File: src/rtl/mem_bus_pkg.sv
// Shared constants, state and request encodings for the asynchronous byte-wide memory initiator.
package mem_bus_pkg;

  localparam int ADDR_W_DEF = 16;
  localparam int DATA_W_DEF = 8;
  localparam int TMR_W      = 8;

  typedef enum logic [2:0] {
    MB_IDLE     = 3'd0,
    MB_RD       = 3'd1,
    MB_WR_SETUP = 3'd2,
    MB_WR_PULSE = 3'd3,
    MB_WR_HOLD  = 3'd4
  } mem_bus_state_t;

  typedef enum logic {
    REQ_READ  = 1'b0,
    REQ_WRITE = 1'b1
  } mem_req_type_t;

  // Phase length in cycles, truncated to the timer width (range is checked at elaboration).
  function automatic logic [TMR_W-1:0] phase_len(input int unsigned cycles);
    return cycles[TMR_W-1:0];
  endfunction

endpackage

File: src/rtl/mem_bus_if.sv
// Request/response and memory-side signal bundle for mem_bus_master.
interface mem_bus_if import mem_bus_pkg::*; #(
  parameter int ADDR_W = ADDR_W_DEF,
  parameter int DATA_W = DATA_W_DEF
) ();

  logic              req_valid;
  logic              req_ready;
  logic              req_write;
  logic [ADDR_W-1:0] req_addr;
  logic [DATA_W-1:0] req_wdata;
  logic              rsp_valid;
  logic [DATA_W-1:0] rsp_rdata;
  logic              rsp_err;
  logic              busy;
  logic [ADDR_W-1:0] mem_addr;
  logic [DATA_W-1:0] mem_wdata;
  logic              mem_read;
  logic              mem_write;
  logic [DATA_W-1:0] mem_rdata;

  modport master (
    input  req_valid, req_write, req_addr, req_wdata, mem_rdata,
    output req_ready, rsp_valid, rsp_rdata, rsp_err, busy,
           mem_addr, mem_wdata, mem_read, mem_write
  );

  modport slave (
    output req_valid, req_write, req_addr, req_wdata, mem_rdata,
    input  req_ready, rsp_valid, rsp_rdata, rsp_err, busy,
           mem_addr, mem_wdata, mem_read, mem_write
  );

endinterface

File: src/rtl/mem_bus_timer.sv
// Loadable down-counter timing one strobe phase; o_done is high on the final cycle of the phase.
module mem_bus_timer import mem_bus_pkg::*; #(
  parameter int CNT_W = TMR_W
) (
  input  logic             clk,
  input  logic             rst_n,
  input  logic             i_load,
  input  logic [CNT_W-1:0] i_len,
  output logic             o_done
);

  logic [CNT_W-1:0] r_cnt;

  // Load length-1 on phase entry so done lines up with the last cycle of the phase.
  always_ff @(posedge clk or negedge rst_n) begin
    if (!rst_n) begin
      r_cnt <= {CNT_W{1'b0}};
    end else if (i_load) begin
      r_cnt <= i_len - CNT_W'(1);
    end else if (r_cnt != {CNT_W{1'b0}}) begin
      r_cnt <= r_cnt - CNT_W'(1);
    end
  end

  assign o_done = (r_cnt == {CNT_W{1'b0}});

endmodule

File: src/rtl/mem_bus_master.sv
// Single-beat initiator for the asynchronous byte-wide memory with programmable strobe timing.
// Optional write readback/compare phase enabled by defining MEM_WR_READBACK_EN.
module mem_bus_master import mem_bus_pkg::*; #(
  parameter int ADDR_W   = ADDR_W_DEF,
  parameter int DATA_W   = DATA_W_DEF,
  parameter int RD_WAIT  = 1,
  parameter int WR_SETUP = 1,
  parameter int WR_PULSE = 1,
  parameter int WR_HOLD  = 1
) (
  input logic       clk,
  input logic       rst_n,
  mem_bus_if.master bus
);

  localparam logic [2:0] S_IDLE     = MB_IDLE;
  localparam logic [2:0] S_RD       = MB_RD;
  localparam logic [2:0] S_WR_SETUP = MB_WR_SETUP;
  localparam logic [2:0] S_WR_PULSE = MB_WR_PULSE;
  localparam logic [2:0] S_WR_HOLD  = MB_WR_HOLD;

  localparam logic [TMR_W-1:0] L_RD = phase_len(RD_WAIT + 1);
  localparam logic [TMR_W-1:0] L_WS = phase_len(WR_SETUP);
  localparam logic [TMR_W-1:0] L_WP = phase_len(WR_PULSE);
  localparam logic [TMR_W-1:0] L_WH = phase_len(WR_HOLD);
  localparam int               L_MAX = (1 << TMR_W) - 1;

  if (WR_SETUP < 1 || WR_PULSE < 1 || WR_HOLD < 1) begin : g_bad_wr_timing
    $fatal(1, "mem_bus_master: WR_SETUP, WR_PULSE and WR_HOLD must all be >= 1");
  end
  if (RD_WAIT < 0 || RD_WAIT + 1 > L_MAX || WR_SETUP > L_MAX || WR_PULSE > L_MAX || WR_HOLD > L_MAX) begin : g_bad_range
    $fatal(1, "mem_bus_master: phase length out of timer range");
  end

  logic [2:0]        r_state;
  logic              r_req_ready;
  logic              r_busy;
  logic              r_mem_read;
  logic              r_mem_write;
  logic              r_rsp_valid;
  logic [DATA_W-1:0] r_rsp_rdata;
  logic [ADDR_W-1:0] r_mem_addr;
  logic [DATA_W-1:0] r_mem_wdata;

  logic [2:0]        w_state_nxt;
  logic              w_accept;
  logic              w_is_write;
  logic              w_tmr_load;
  logic [TMR_W-1:0]  w_tmr_len;
  logic              w_tmr_done;
  logic              w_rd_done;
  logic              w_wr_done;

  assign w_is_write = (mem_req_type_t'(bus.req_write) == REQ_WRITE);

  mem_bus_timer #(.CNT_W(TMR_W)) u_timer (
    .clk    (clk),
    .rst_n  (rst_n),
    .i_load (w_tmr_load),
    .i_len  (w_tmr_len),
    .o_done (w_tmr_done)
  );

  // Next-state and phase-timer load decode.
  always_comb begin
    w_state_nxt = r_state;
    w_accept    = 1'b0;
    w_tmr_load  = 1'b0;
    w_tmr_len   = L_RD;
    w_rd_done   = 1'b0;
    w_wr_done   = 1'b0;
    case (r_state)
      S_IDLE: begin
        if (bus.req_valid) begin
          w_accept   = 1'b1;
          w_tmr_load = 1'b1;
          if (w_is_write) begin
            w_state_nxt = S_WR_SETUP;
            w_tmr_len   = L_WS;
          end else begin
            w_state_nxt = S_RD;
            w_tmr_len   = L_RD;
          end
        end else begin
          w_state_nxt = S_IDLE;
        end
      end
      S_RD: begin
        if (w_tmr_done) begin
          w_rd_done   = 1'b1;
          w_state_nxt = S_IDLE;
        end else begin
          w_state_nxt = S_RD;
        end
      end
      S_WR_SETUP: begin
        if (w_tmr_done) begin
          w_tmr_load  = 1'b1;
          w_tmr_len   = L_WP;
          w_state_nxt = S_WR_PULSE;
        end else begin
          w_state_nxt = S_WR_SETUP;
        end
      end
      S_WR_PULSE: begin
        if (w_tmr_done) begin
          w_tmr_load  = 1'b1;
          w_tmr_len   = L_WH;
          w_state_nxt = S_WR_HOLD;
        end else begin
          w_state_nxt = S_WR_PULSE;
        end
      end
      S_WR_HOLD: begin
        if (w_tmr_done) begin
`ifdef MEM_WR_READBACK_EN
          w_tmr_load  = 1'b1;
          w_tmr_len   = L_RD;
          w_state_nxt = S_RD;
`else
          w_wr_done   = 1'b1;
          w_state_nxt = S_IDLE;
`endif
        end else begin
          w_state_nxt = S_WR_HOLD;
        end
      end
      default: begin
        w_state_nxt = S_IDLE;
      end
    endcase
  end

  // State and strobes are registered from the next state so the memory sees glitch-free edges.
  always_ff @(posedge clk or negedge rst_n) begin
    if (!rst_n) begin
      r_state     <= S_IDLE;
      r_req_ready <= 1'b1;
      r_busy      <= 1'b0;
      r_mem_read  <= 1'b0;
      r_mem_write <= 1'b0;
      r_rsp_valid <= 1'b0;
    end else begin
      r_state     <= w_state_nxt;
      r_req_ready <= (w_state_nxt == S_IDLE);
      r_busy      <= (w_state_nxt != S_IDLE);
      r_mem_read  <= (w_state_nxt == S_RD);
      r_mem_write <= (w_state_nxt == S_WR_PULSE);
      r_rsp_valid <= w_rd_done | w_wr_done;
    end
  end

  // Address/data only change on acceptance; read data is captured only at the end of a read strobe.
  always_ff @(posedge clk or negedge rst_n) begin
    if (!rst_n) begin
      r_mem_addr  <= {ADDR_W{1'b0}};
      r_mem_wdata <= {DATA_W{1'b0}};
      r_rsp_rdata <= {DATA_W{1'b0}};
    end else begin
      if (w_accept) begin
        r_mem_addr <= bus.req_addr;
        if (w_is_write) begin
          r_mem_wdata <= bus.req_wdata;
        end
      end
      if (w_rd_done) begin
        r_rsp_rdata <= bus.mem_rdata;
      end
    end
  end

`ifdef MEM_WR_READBACK_EN
  logic r_is_write;
  logic r_rsp_err;

  // A read phase that follows a write is a readback; flag any difference from the written byte.
  always_ff @(posedge clk or negedge rst_n) begin
    if (!rst_n) begin
      r_is_write <= 1'b0;
      r_rsp_err  <= 1'b0;
    end else begin
      if (w_accept) begin
        r_is_write <= w_is_write;
        r_rsp_err  <= 1'b0;
      end else if (w_rd_done) begin
        r_rsp_err <= r_is_write && (bus.mem_rdata != r_mem_wdata);
      end
    end
  end

  assign bus.rsp_err = r_rsp_err;
`else
  assign bus.rsp_err = 1'b0;
`endif

  assign bus.req_ready = r_req_ready;
  assign bus.busy      = r_busy;
  assign bus.mem_read  = r_mem_read;
  assign bus.mem_write = r_mem_write;
  assign bus.rsp_valid = r_rsp_valid;
  assign bus.rsp_rdata = r_rsp_rdata;
  assign bus.mem_addr  = r_mem_addr;
  assign bus.mem_wdata = r_mem_wdata;

endmodule

File: src/flat_wrapper.sv
// flat-port wrapper written by rule: the top's interface ports become plain ports
module mem_bus_master_flat import mem_bus_pkg::*;
#(
  parameter int ADDR_W   = ADDR_W_DEF,
  parameter int DATA_W   = DATA_W_DEF,
  parameter int RD_WAIT  = 1,
  parameter int WR_SETUP = 1,
  parameter int WR_PULSE = 1,
  parameter int WR_HOLD  = 1
)
  (clk, rst_n, bus_req_valid, bus_req_write, bus_req_addr, bus_req_wdata, bus_mem_rdata, bus_req_ready, bus_rsp_valid, bus_rsp_rdata, bus_rsp_err, bus_busy, bus_mem_addr, bus_mem_wdata, bus_mem_read, bus_mem_write);
  mem_bus_if #(.ADDR_W(ADDR_W), .DATA_W(DATA_W)) bus_i ();
  input logic clk;
  input logic rst_n;
  input wire logic [$bits(bus_i.req_valid)-1:0] bus_req_valid;
  input wire logic [$bits(bus_i.req_write)-1:0] bus_req_write;
  input wire logic [$bits(bus_i.req_addr)-1:0] bus_req_addr;
  input wire logic [$bits(bus_i.req_wdata)-1:0] bus_req_wdata;
  input wire logic [$bits(bus_i.mem_rdata)-1:0] bus_mem_rdata;
  output wire logic [$bits(bus_i.req_ready)-1:0] bus_req_ready;
  output wire logic [$bits(bus_i.rsp_valid)-1:0] bus_rsp_valid;
  output wire logic [$bits(bus_i.rsp_rdata)-1:0] bus_rsp_rdata;
  output wire logic [$bits(bus_i.rsp_err)-1:0] bus_rsp_err;
  output wire logic [$bits(bus_i.busy)-1:0] bus_busy;
  output wire logic [$bits(bus_i.mem_addr)-1:0] bus_mem_addr;
  output wire logic [$bits(bus_i.mem_wdata)-1:0] bus_mem_wdata;
  output wire logic [$bits(bus_i.mem_read)-1:0] bus_mem_read;
  output wire logic [$bits(bus_i.mem_write)-1:0] bus_mem_write;
  assign bus_i.req_valid = bus_req_valid;
  assign bus_i.req_write = bus_req_write;
  assign bus_i.req_addr = bus_req_addr;
  assign bus_i.req_wdata = bus_req_wdata;
  assign bus_i.mem_rdata = bus_mem_rdata;
  assign bus_req_ready = bus_i.req_ready;
  assign bus_rsp_valid = bus_i.rsp_valid;
  assign bus_rsp_rdata = bus_i.rsp_rdata;
  assign bus_rsp_err = bus_i.rsp_err;
  assign bus_busy = bus_i.busy;
  assign bus_mem_addr = bus_i.mem_addr;
  assign bus_mem_wdata = bus_i.mem_wdata;
  assign bus_mem_read = bus_i.mem_read;
  assign bus_mem_write = bus_i.mem_write;
  mem_bus_master #(.ADDR_W(ADDR_W), .DATA_W(DATA_W), .RD_WAIT(RD_WAIT), .WR_SETUP(WR_SETUP), .WR_PULSE(WR_PULSE), .WR_HOLD(WR_HOLD)) u_core (.clk(clk), .rst_n(rst_n), .bus(bus_i));
endmodule
File: config.mk
export PLATFORM = sky130hd
export DESIGN_NAME = mem_bus_master_flat
export DESIGN_NICKNAME = d
export VERILOG_FILES = /design/src/rtl/mem_bus_pkg.sv /design/src/rtl/mem_bus_if.sv /design/src/rtl/mem_bus_timer.sv /design/src/rtl/mem_bus_master.sv /design/src/flat_wrapper.sv
export SDC_FILE = /design/constraint.sdc
export NUM_CORES = 1
export LEC_CHECK = 0
export CORE_MARGIN = 4
export CORE_UTILIZATION = 30
export DETAILED_ROUTE_END_ITERATION = 16
export DONT_BUFFER_PORTS = 1
export GPL_ROUTABILITY_DRIVEN = 0
export PLACE_DENSITY_LB_ADDON = 0.25
export SYNTH_ARGS = -nofsm -noshare
export SYNTH_HDL_FRONTEND = slang
export SYNTH_SLANG_ARGS = --single-unit
File: constraint.sdc
create_clock -name clk -period 2.3 [get_ports clk]
set_input_delay 0.69 -clock clk [delete_from_list [all_inputs] [get_ports clk]]
set_output_delay 0.69 -clock clk [all_outputs]
set_load 0.1 [all_outputs]
==> impl_results.md, run 1 <==
* Status: finished clean
* Synth Cell Area at 2060 um2
* Total grt overflow at 0
* Fin nets at 251
* Placed Cells incl. Taps at 284
* Commonest non-fill, non-tap cell in the layout: nand2_1
* IO Count at 74
* YS warnings at 0
* TritonCTS clock tree: done
* Largest net degree at the start of global routing at 49
* Total GRT Usage at 11.1%
* Syn_nets at 226
* Setup bufs post-CTS at 0
* Reg2Reg Capture Point: u_core.u_timer.r_cnt[4]
* Reg2Reg Setup Slack at 0.12 ns
* Clk sinks at 48
* Final hold vios at 0
* Die Wd at 90.9 um
* Synth unique cells at 40
* First-pass GRT wire length at 7410 um
* Clk buf depth at 2
* Remaining DRCs at 0
* Synth Flop Type: dfrtp_1
* Post-DP HPWL at 3310 um
* Clock Skew at 0.00880 ns
* Final Max Tran Viols at 0
* Core Box Area at 6490 um2
* Synthesized area per cell at 10.9 um2
* Rows at 29
* Non-filler cells in the finished layout at 292
* Nature of the critical path endpoint: register
* Vias/cell at 4.97
* Cells after Synth at 189
* Hold Path Class: in -> async
* Iter 0 DRT Violations at 78
* Slew margin rel. at 39.0%
* Setup slack at placement at -0.0667 ns
* Max Clock Freq at 459 MHz
* Starting Density at 31.7%
* Port buffer count at 0
* DR WL/cell at 15.5 um
* Sum Neg Setup Slack at 0 ns
* Via count at 1451
* Seq/Total Area, Yosys at 58.3%
* Clk root buf: clkbuf_8
* FF-to-FF path depth at 7
* Slowest cell on the critical path: or3b_2
* CP arrival at 2.34 ns
* CP Launch Type: register
* Final Setup Violations at 0
* Die H at 90.9 um
* Crit path cell chain: or3b_2 > o22a_1 > o211ai_1 > ha_1 > inv_1 > o311ai_1 > o311ai_1
* Htree depth at 2
* Most frequent cells in the layout: 51 x nand2_1, 47 x dfrtp_1, 28 x buf_4
* R2R Path Start: u_core.r_state[0]
* Unrepaired setup endpoints after global routing: false
* Post-synth EDFFs at 0
* Area Growth Syn to Fin at 17.5%
* Cts repair resizes at 0
* Inserted Diodes at 0
* Post-DRT Antenna Nets at 0
* Clk Latency, worst-skew pair at 0.30 ns
* Max cap viols at 0
* Clk pin slew, worst setup/hold paths at 0.09 ns
* Number of global-route vias before repair at 1428
* Worst path most repeated cell: o311ai_1
* Worst slew pin tran at 0.915 ns
* TritonCTS buffer count at 5
* Initial antenna violation count at 0
* Tmin final at 2.18 ns
* Final worst slack at 0.121 ns
* Die Area at 8260 um2
* Routed WL at 4530 um
* Hold buffer count at CTS at 0
* Drt pass-1 iters at 4
* WP data required at 2.46 ns
* Final worst-path cycle share at 94.7%
* Asr flop ratio synth at 100%
* Fraction of layout cells with a size suffix above 1 at 27.0%
* Peak per-stage delay on the critical path at 0.52 ns
* Min Hold Slack at 0.0785 ns
* Critical path type: reg -> reg
* Flops & latches, synth at 48
* Worst Path Max Fanout at 7
## cell usage after synthesis (3+ instances only)
library cell  instances  area share (%)
or4_1                 3             1.1
clkbuf_1              7             1.3
a21oi_1               4            0.97
mux2_2               16             8.7
nor2_1                4            0.73
nand2b_1              3            0.91
o311ai_0              4             1.7
nand2_1              51             9.3
o211ai_1              4             1.5
nor2b_1               4             1.2
o21ai_0               6             1.5
dfrtp_1              47              57
## cells by family after synthesis
group | after synthesis | synth area share, %
flip-flops | 48 | 58.3
adder cells (fa/ha/maj) | 1 | 0.607
AND/OR/NAND/NOR | 83 | 20.3
multiplexers | 16 | 8.74
XOR/XNOR | 1 | 0.425
other | 1 | 0.182
buffers and inverters | 12 | 2.49
AO/OA/AOI/OAI | 27 | 8.98
## flip-flops by register name (all words and copies together), names as in the netlist
| name | count |
|---|---|
| u_core.bus.mem_write | 1 |
| u_core.bus.mem_read | 1 |
| u_core.bus.busy | 1 |
| u_core.bus.req_ready | 1 |
| u_core.bus.mem_wdata | 8 |
| u_core.u_timer.r_cnt | 8 |
| u_core.bus.rsp_valid | 1 |
| u_core.bus.rsp_rdata | 8 |
| u_core.r_state | 3 |
| u_core.bus.mem_addr | 16 |
## layer usage
| layer | wire length (um) | GRT usage [%] |
|---|---|---|
| met5 | 0 | 0 |
| met4 | 55 | 3.77 |
| met3 | 192 | 2.83 |
| met2 | 2310 | 17.9 |
| met1 | 1970 | 14.7 |
## how the worst max path moves through the flow
stage,from,end,slack [ns],cells past startpoint
2_1_floorplan,bus_req_valid,u_core.u_timer.r_cnt[4],0.02,7
3_3_place_gp,bus_req_write,u_core.u_timer.r_cnt[4],0.003,7
3_5_place_dp,bus_req_write,u_core.u_timer.r_cnt[4],-0.07,7
4_1_cts,u_core.r_state[0],u_core.u_timer.r_cnt[4],0.12,7
5_1_grt,u_core.r_state[0],u_core.u_timer.r_cnt[4],0.005,7
6_report,u_core.r_state[0],u_core.u_timer.r_cnt[4],0.12,7
## stage by stage
step	cell area (um2)	utilization (%)
after floorplan	2060	-
after global placement	2330	35.9
after detailed placement	2330	35.9
after CTS	2420	37.3
after global routing	2420	37.3
final	2420	37.3
## final cells by class
| class | instances | area, um2 |
|---|---|---|
| well taps | 77 | 96.3 |
| fillers | 633 | 4070 |
| inverters | 2 | 7.51 |
| multi-input cells | 129 | 817 |
| repair buffers | 28 | 210 |
| flip-flops and latches | 48 | 1200 |
| clock buffers | 8 | 90.1 |
## worst max-delay path, delay by kind of cell, from the launching register on
family	cells	cell delay (ns)
adders and majority gates	1	0.19
buffers and inverters	1	0.09
DFF	1	0.46
AOI/OAI and AO/OA	4	0.78
and+or+nand+nor	1	0.52
Power of run 1 is left out: the tool's default activity adds up to more than one toggle a clock period on the data nets, which glitch-free logic cannot reach.
==> run 2: changes to the inputs <==
RECOVER_POWER = 100   (was default)
==> run 2 against run 1 <==
Against the previous run: highest routed layer unchanged; clock-buffer cell count unchanged; final area is 2.8% lower; clock skew is essentially flat; core utilization is 1.0 points lower; critical path depth stayed put; non-clock buffer count stayed put; die area unchanged; largest cell class unchanged; critical endpoint unchanged; worst hold slack about the same; critical path type unchanged; flip-flop and latch count unchanged; register-to-register slack about the same.
==> impl_results.md, run 2 (synthesis results as in run 1) <==
* Clk root buf: clkbuf_8
* Hold buffer count at CTS at 0 (unchanged)
* Final hold vios at 0 (unchanged)
* Number of flip-flops in the largest register at 16 (unchanged)
* WP data required at 2.46 ns (about the same)
* Fill count at 638 (+0.79%)
* Post-DP HPWL at 3310 um (unchanged)
* Largest net degree at the start of global routing at 49 (unchanged)
* Drt pass-1 iters at 4 (unchanged)
* Nature of the critical path endpoint: register
* Worst Path Max Fanout at 7 (unchanged)
* Status: finished clean
* Worst slew pin tran at 0.915 ns (-0.0000147 ns)
* CP arrival at 2.34 ns (about the same)
* Area Growth Syn to Fin at 14.3%
* First-pass GRT wire length at 7410 um (unchanged)
* Total GRT Usage at 11.1% (unchanged)
* Die Wd at 90.9 um (unchanged)
* Crit path cell chain: or3b_2 > o22a_1 > o211ai_1 > ha_1 > inv_1 > o311ai_1 > o311ai_1
* Number of global-route vias before repair at 1428 (unchanged)
* Rows at 29 (unchanged)
* Fin nets at 251 (unchanged)
* Routed WL at 4550 um (+0.57%)
* Initial antenna violation count at 0 (unchanged)
* Slew margin rel. at 39.0% (about the same)
* Final Max Tran Viols at 0 (unchanged)
* Core Box Area at 6490 um2 (unchanged)
* Clk buf depth at 2 (unchanged)
* Setup bufs post-CTS at 0 (unchanged)
* Final Setup Violations at 0 (unchanged)
* DR WL/cell at 15.6 um (+0.57%)
* Critical path type: reg -> reg
* Non-filler cells in the finished layout at 292 (unchanged)
* Htree depth at 2 (unchanged)
* IO Count at 74 (unchanged)
* Remaining DRCs at 0 (unchanged)
* Peak per-stage delay on the critical path at 0.51 ns (about the same)
* Reg2Reg Setup Slack at 0.12 ns (about the same)
* Placed Cells incl. Taps at 284 (unchanged)
* CP Launch Type: register
* Die Area at 8260 um2 (unchanged)
* Setup slack at placement at -0.0667 ns (unchanged)
* Vias/cell at 5.00 (+0.55%)
* Final worst slack at 0.119 ns (-0.00172 ns)
* Post-DRT Antenna Nets at 0 (unchanged)
* Total grt overflow at 0 (unchanged)
* Clock Skew at 0.00879 ns (-0.0000132 ns)
* TritonCTS buffer count at 5 (unchanged)
* Iter 0 DRT Violations at 75 (-3.8%)
* Inserted Diodes at 0 (unchanged)
* Via count at 1459 (+0.55%)
* Clk sinks at 48 (unchanged)
* Cts repair resizes at 0 (unchanged)
* Tmin final at 2.18 ns (+0.00172 ns)
* Port buffer count at 0 (unchanged)
* Commonest non-fill, non-tap cell in the layout: nand2_1
* Worst path most repeated cell: o311ai_1
* Hold Path Class: in -> async
* Final worst-path cycle share at 94.8% (about the same)
* TritonCTS clock tree: done
* Slowest cell on the critical path: or3b_2
* Clk pin slew, worst setup/hold paths at 0.09 ns (about the same)
* Most frequent cells in the layout: 51 x nand2_1, 47 x dfrtp_1, 20 x clkbuf_2
* Starting Density at 31.7% (unchanged)
* Max Clock Freq at 459 MHz (about the same)
* Max cap viols at 0 (unchanged)
* Fraction of layout cells with a size suffix above 1 at 24.7% (-2.3 points)
* Die H at 90.9 um (unchanged)
* Unrepaired setup endpoints after global routing: false
* Clk Latency, worst-skew pair at 0.30 ns (about the same)
run 2: cell count changes in the layout (fill, tap and decap cells not counted), sizes merged:
cell,previous run,this run
clkbuf,8,31
buf,28,5
run 2: metal layers:
layer | vias to the layer above | GRT usage (%) | routed length [um]
met4 | 0 | 3.77 | 55
met3 | 5 | 2.83 | 183
met5 | - | 0 | 0
li1 | 707 | - | -
met1 | 716 | 14.7 | 2010
met2 | 31 | 17.9 | 2300
run 2: through the flow:
stage / util [%] / hold WS [ns] / TNS (ns) / cell area (um2)
finish: 36.3 / 0.0787 / 0 / 2360
global route: 36.3 / 0.0522 / 0 / 2360
CTS: 37.3 / 0.0622 / 0 / 2420
detailed placement: 35.9 / 0.395 / -0.0772 / 2330
global placement: 35.9 / 0.395 / 0 / 2330
floorplan: - / 0.394 / 0 / 2060
run 2: path summary, 6_finish.rpt:
path / startpoint / endpoint / depth (start not counted)
max: u_core.r_state[0] / u_core.u_timer.r_cnt[4] / 7
min: rst_n / u_core.bus.busy / 0
max reg2reg: u_core.r_state[0] / u_core.u_timer.r_cnt[4] / 7
min reg2reg: u_core.bus.mem_addr[0] / u_core.bus.mem_addr[0] / 2
max in group asynchronous: rst_n / u_core.bus.req_ready / 0
min in group clk: bus_req_addr[14] / u_core.bus.mem_addr[14] / 2
run 2: layout make-up:
type                            instances  area, um2  share of cell area, %
Clock buffer                            8       90.1                   3.82
Inverter                                2       7.51                  0.319
Multi-Input combinational cell        129        811                   34.4
Sequential cell                        48       1200                   51.0
Tap cell                               77       96.3                   4.09
Timing Repair Buffer                   28        149                   6.32
run 2: critical path, delay by kind of cell, from the launching register on:
kind	cells	cell delay [ns]
DFF	1	0.45
buffers and inverters	1	0.09
and+or+nand+nor	1	0.51
adders and majority gates	1	0.19
AOI/OAI and AO/OA	4	0.79
Power of run 2 is left out for the same reason.
==> run 3: changes to the inputs <==
--- a/config.mk
+++ b/config.mk
@@ -15,3 +15,4 @@
 export SYNTH_ARGS = -nofsm -noshare
 export SYNTH_HDL_FRONTEND = slang
+export SYNTH_HIERARCHICAL = 1
 export SYNTH_SLANG_ARGS = --single-unit
==> constraint.sdc (replaced) <==
create_clock -name clk -period 2.3 [get_ports clk]
set_input_delay 0.23 -clock clk [delete_from_list [all_inputs] [get_ports clk]]
set_output_delay 0.23 -clock clk [all_outputs]
set_load 0.1 [all_outputs]
==> run 3 against run 2 <==
Against the previous run: sequential share of layout area down 6.8 points; global-route usage up 0.26 points; synthesized cell count down 10%; critical path depth up 2; core utilization up 1.2 points; non-clock buffer count down 3; maximum frequency down 5.1%; final area up 15%; largest cell class unchanged.
==> impl_results.md, run 3 <==
* Sum Neg Setup Slack at 0 ns (unchanged)
* Critical path type: reg -> reg
* Fraction of layout cells with a size suffix above 1 at 35.7% (+11 points)
* Post-DP HPWL at 3360 um (+1.7%)
* Synthesized area per cell at 13.2 um2 (+21%)
* CP arrival at 2.49 ns (+0.15 ns)
* Critical Path Stages at 9 (+2)
* Inserted Diodes at 0 (unchanged)
* Peak per-stage delay on the critical path at 0.58 ns (+0.07 ns)
* Yosys top cell by area: dfrtp_1
* Die Area at 8930 um2 (+8.0%)
* Clk Latency, worst-skew pair at 0.31 ns (about the same)
* Crit path cell chain: or4_4 > nor2_8 > nand2_4 > nand2b_4 > mux2i_4 > ha_4 > o21ai_4 > xnor2_1 > a22o_1
* Die Wd at 94.5 um (+3.9%)
* YS warnings at 6 (+6)
* Number of flip-flops in the largest register at 16 (unchanged)
* Crit path to: u_core/u_timer/r_cnt[4]
* Total GRT Usage at 11.4% (+0.26 points)
* Final worst-path cycle share at 100% (+5.1 points)
* Final Setup Violations at 0 (unchanged)
* Top post-synthesis cells by area: dfrtp_1 52%, mux2_2 13%, mux2_4 4.7%
* Port buffer count at 0 (unchanged)
* Max Clock Freq at 435 MHz (-5.1%)
* IO Count at 74 (unchanged)
* Placed Cells incl. Taps at 298 (+4.9%)
* Min Hold Slack at 0.0604 ns (-0.0183 ns)
* Nature of the critical path endpoint: register
* Area Growth Syn to Fin at 21.1%
* Clk buf depth at 2 (unchanged)
* Synth Cell Area at 2240 um2 (+8.8%)
* Rows at 31 (+6.9%)
* Htree depth at 2 (unchanged)
* Status: finished clean
* Cells after Synth at 170 (-10%)
* Final Max Tran Viols at 0 (unchanged)
* TritonCTS clock tree: done
* Vias/cell at 4.45 (-11%)
* Count leader, synth: dfrtp_1
* Die H at 94.5 um (+3.9%)
* Clock Skew at 0.0133 ns (+0.00454 ns)
* Number of global-route vias before repair at 1576 (+10%)
* Non-filler cells in the finished layout at 309 (+5.8%)
* Max cap viols at 0 (unchanged)
* FF-to-FF path depth at 9 (+2)
* Tmin final at 2.30 ns (+0.118 ns)
* Top cell types by occurrence after synthesis: 47 x dfrtp_1, 25 x mux2_2, 9 x nand2_1
* Routed WL at 4600 um (+1.1%)
* Worst slew pin tran at 1.19 ns (+0.274 ns)
* Synth Flop Type: dfrtp_1
* Post-synth EDFFs at 0 (unchanged)
* Clk sinks at 48 (unchanged)
* Fin nets at 246 (-2.0%)
* Flops & latches, synth at 48 (unchanged)
* Util after Layout at 37.5% (+1.2 points)
* Commonest non-fill, non-tap cell in the layout: dfrtp_1
* Slew margin rel. at 20.7% (-18 points)
* Unrepaired setup endpoints after global routing: true
* Total grt overflow at 0 (unchanged)
* Iter 0 DRT Violations at 54 (-28%)
* First-pass GRT wire length at 7820 um (+5.5%)
* Clk root buf: clkbuf_8
* Largest net degree at the start of global routing at 49 (unchanged)
* DR WL/cell at 14.9 um (-4.4%)
* Buf/Inv on CP at 0 (-1)
* Synth top area share at 52.4% (-4.6 points)
* Fill count at 706 (+11%)
* Final hold vios at 0 (unchanged)
* Starting Density at 30.9% (-0.82 points)
* TritonCTS buffer count at 5 (unchanged)
* Clk pin slew, worst setup/hold paths at 0.10 ns (about the same)
* Hold Path Class: in -> reg
* Asr flop ratio synth at 100% (unchanged)
* CP Launch Type: register
* Seq/Total Area, Yosys at 53.6% (-4.7 points)
* R2R Path Start: u_core/u_timer/r_cnt[2]
* Crit-path leading delay family: simple AND/OR/NAND/NOR gates
* Setup crit start: u_core/u_timer/r_cnt[2]
* Synth unique cells at 48 (+20%)
* Reg2Reg Setup Slack at 0.001 ns (-0.12 ns)
* Reg2Reg Capture Point: u_core/u_timer/r_cnt[4]
* Remaining DRCs at 0 (unchanged)
* Initial antenna violation count at 0 (unchanged)
* WP data required at 2.50 ns (+0.04 ns)
* Most frequent cells in the layout: 47 x dfrtp_1, 25 x mux2_2, 21 x buf_4
* Core Box Area at 7250 um2 (+12%)
* Drt pass-1 iters at 4 (unchanged)
* Post-DRT Antenna Nets at 0 (unchanged)
* Via count at 1375 (-5.8%)
* Worst Path Max Fanout at 5 (-2)
* Slowest cell on the critical path: or4_4
run 3: cell types whose count changed after synthesis, sizes merged, moves of 5 or more:
cell,change
buf,+5
clkbuf,-6
nand2,-41
mux2,+16
nor3,+5
run 3: layout make-up:
cell class | count | area [um2] | share of cell area, %
Tap cell | 99 | 124 | 4.56
Timing Repair Buffer | 25 | 180 | 6.63
Clock inverter | 3 | 68.8 | 2.53
Sequential cell | 48 | 1200 | 44.2
Clock buffer | 5 | 68.8 | 2.53
Inverter | 2 | 7.51 | 0.276
Multi-Input combinational cell | 127 | 1070 | 39.2
run 3: per-stage QoR:
| step | instance area (um2) | setup slack [ns] |
|---|---|---|
| 5_1_grt | 2720 | -0.0896 |
| 3_5_place_dp | 2530 | -0.0877 |
| 3_3_place_gp | 2530 | -0.0223 |
| 4_1_cts | 2730 | 0.00948 |
| 6_report | 2720 | 0.00115 |
| 2_1_floorplan | 2320 | -0.234 |
run 3: how the worst min path moves through the flow:
stage | from | to | cells past startpoint
3_3_place_gp | rst_n | u_core/bus.busy | 0
6_report | bus_req_wdata[1] | u_core/bus.mem_wdata[1] | 1
2_1_floorplan | rst_n | u_core/bus.busy | 0
3_5_place_dp | rst_n | u_core/bus.busy | 0
4_1_cts | bus_mem_rdata[6] | u_core/bus.rsp_rdata[6] | 1
5_1_grt | bus_req_addr[0] | u_core/bus.mem_addr[0] | 1
run 3: routing by layer:
layer | share of wire (%) | routed length [um] | global-route usage, % | vias up
met5 | 0 | 0 | 0 | -
met1 | 44 | 2030 | 14.6 | 653
li1 | - | - | - | 665
met4 | 0.87 | 40 | 5.05 | 0
met3 | 8.5 | 392 | 4.86 | 4
met2 | 46 | 2140 | 16.6 | 53
run 3: cell families (layout without fill, tap and decap cells):
| kind of cell | after synthesis | in the layout | synth area share, % |
|---|---|---|---|
| multiplexers | 36 | 36 | 19.0 |
| buffers and inverters | 11 | 35 | 3.57 |
| other | 1 | 17 | 0.167 |
| AO/OA/AOI/OAI | 22 | 22 | 6.92 |
| adder cells (fa/ha/maj) | 1 | 1 | 0.558 |
| flip-flops | 48 | 48 | 53.6 |
| XOR/XNOR | 8 | 8 | 3.12 |
| AND/OR/NAND/NOR | 43 | 43 | 13.1 |
run 3: repair_timing:
item,in CTS,in global routing
setup endpoints to repair,3,4
gates resized for setup,3,7
pin swaps,1,7
setup buffers,1,0
endpoints found under the hold margin,48,0
hold buffers,2,0
Power of run 3 is left out for the same reason.
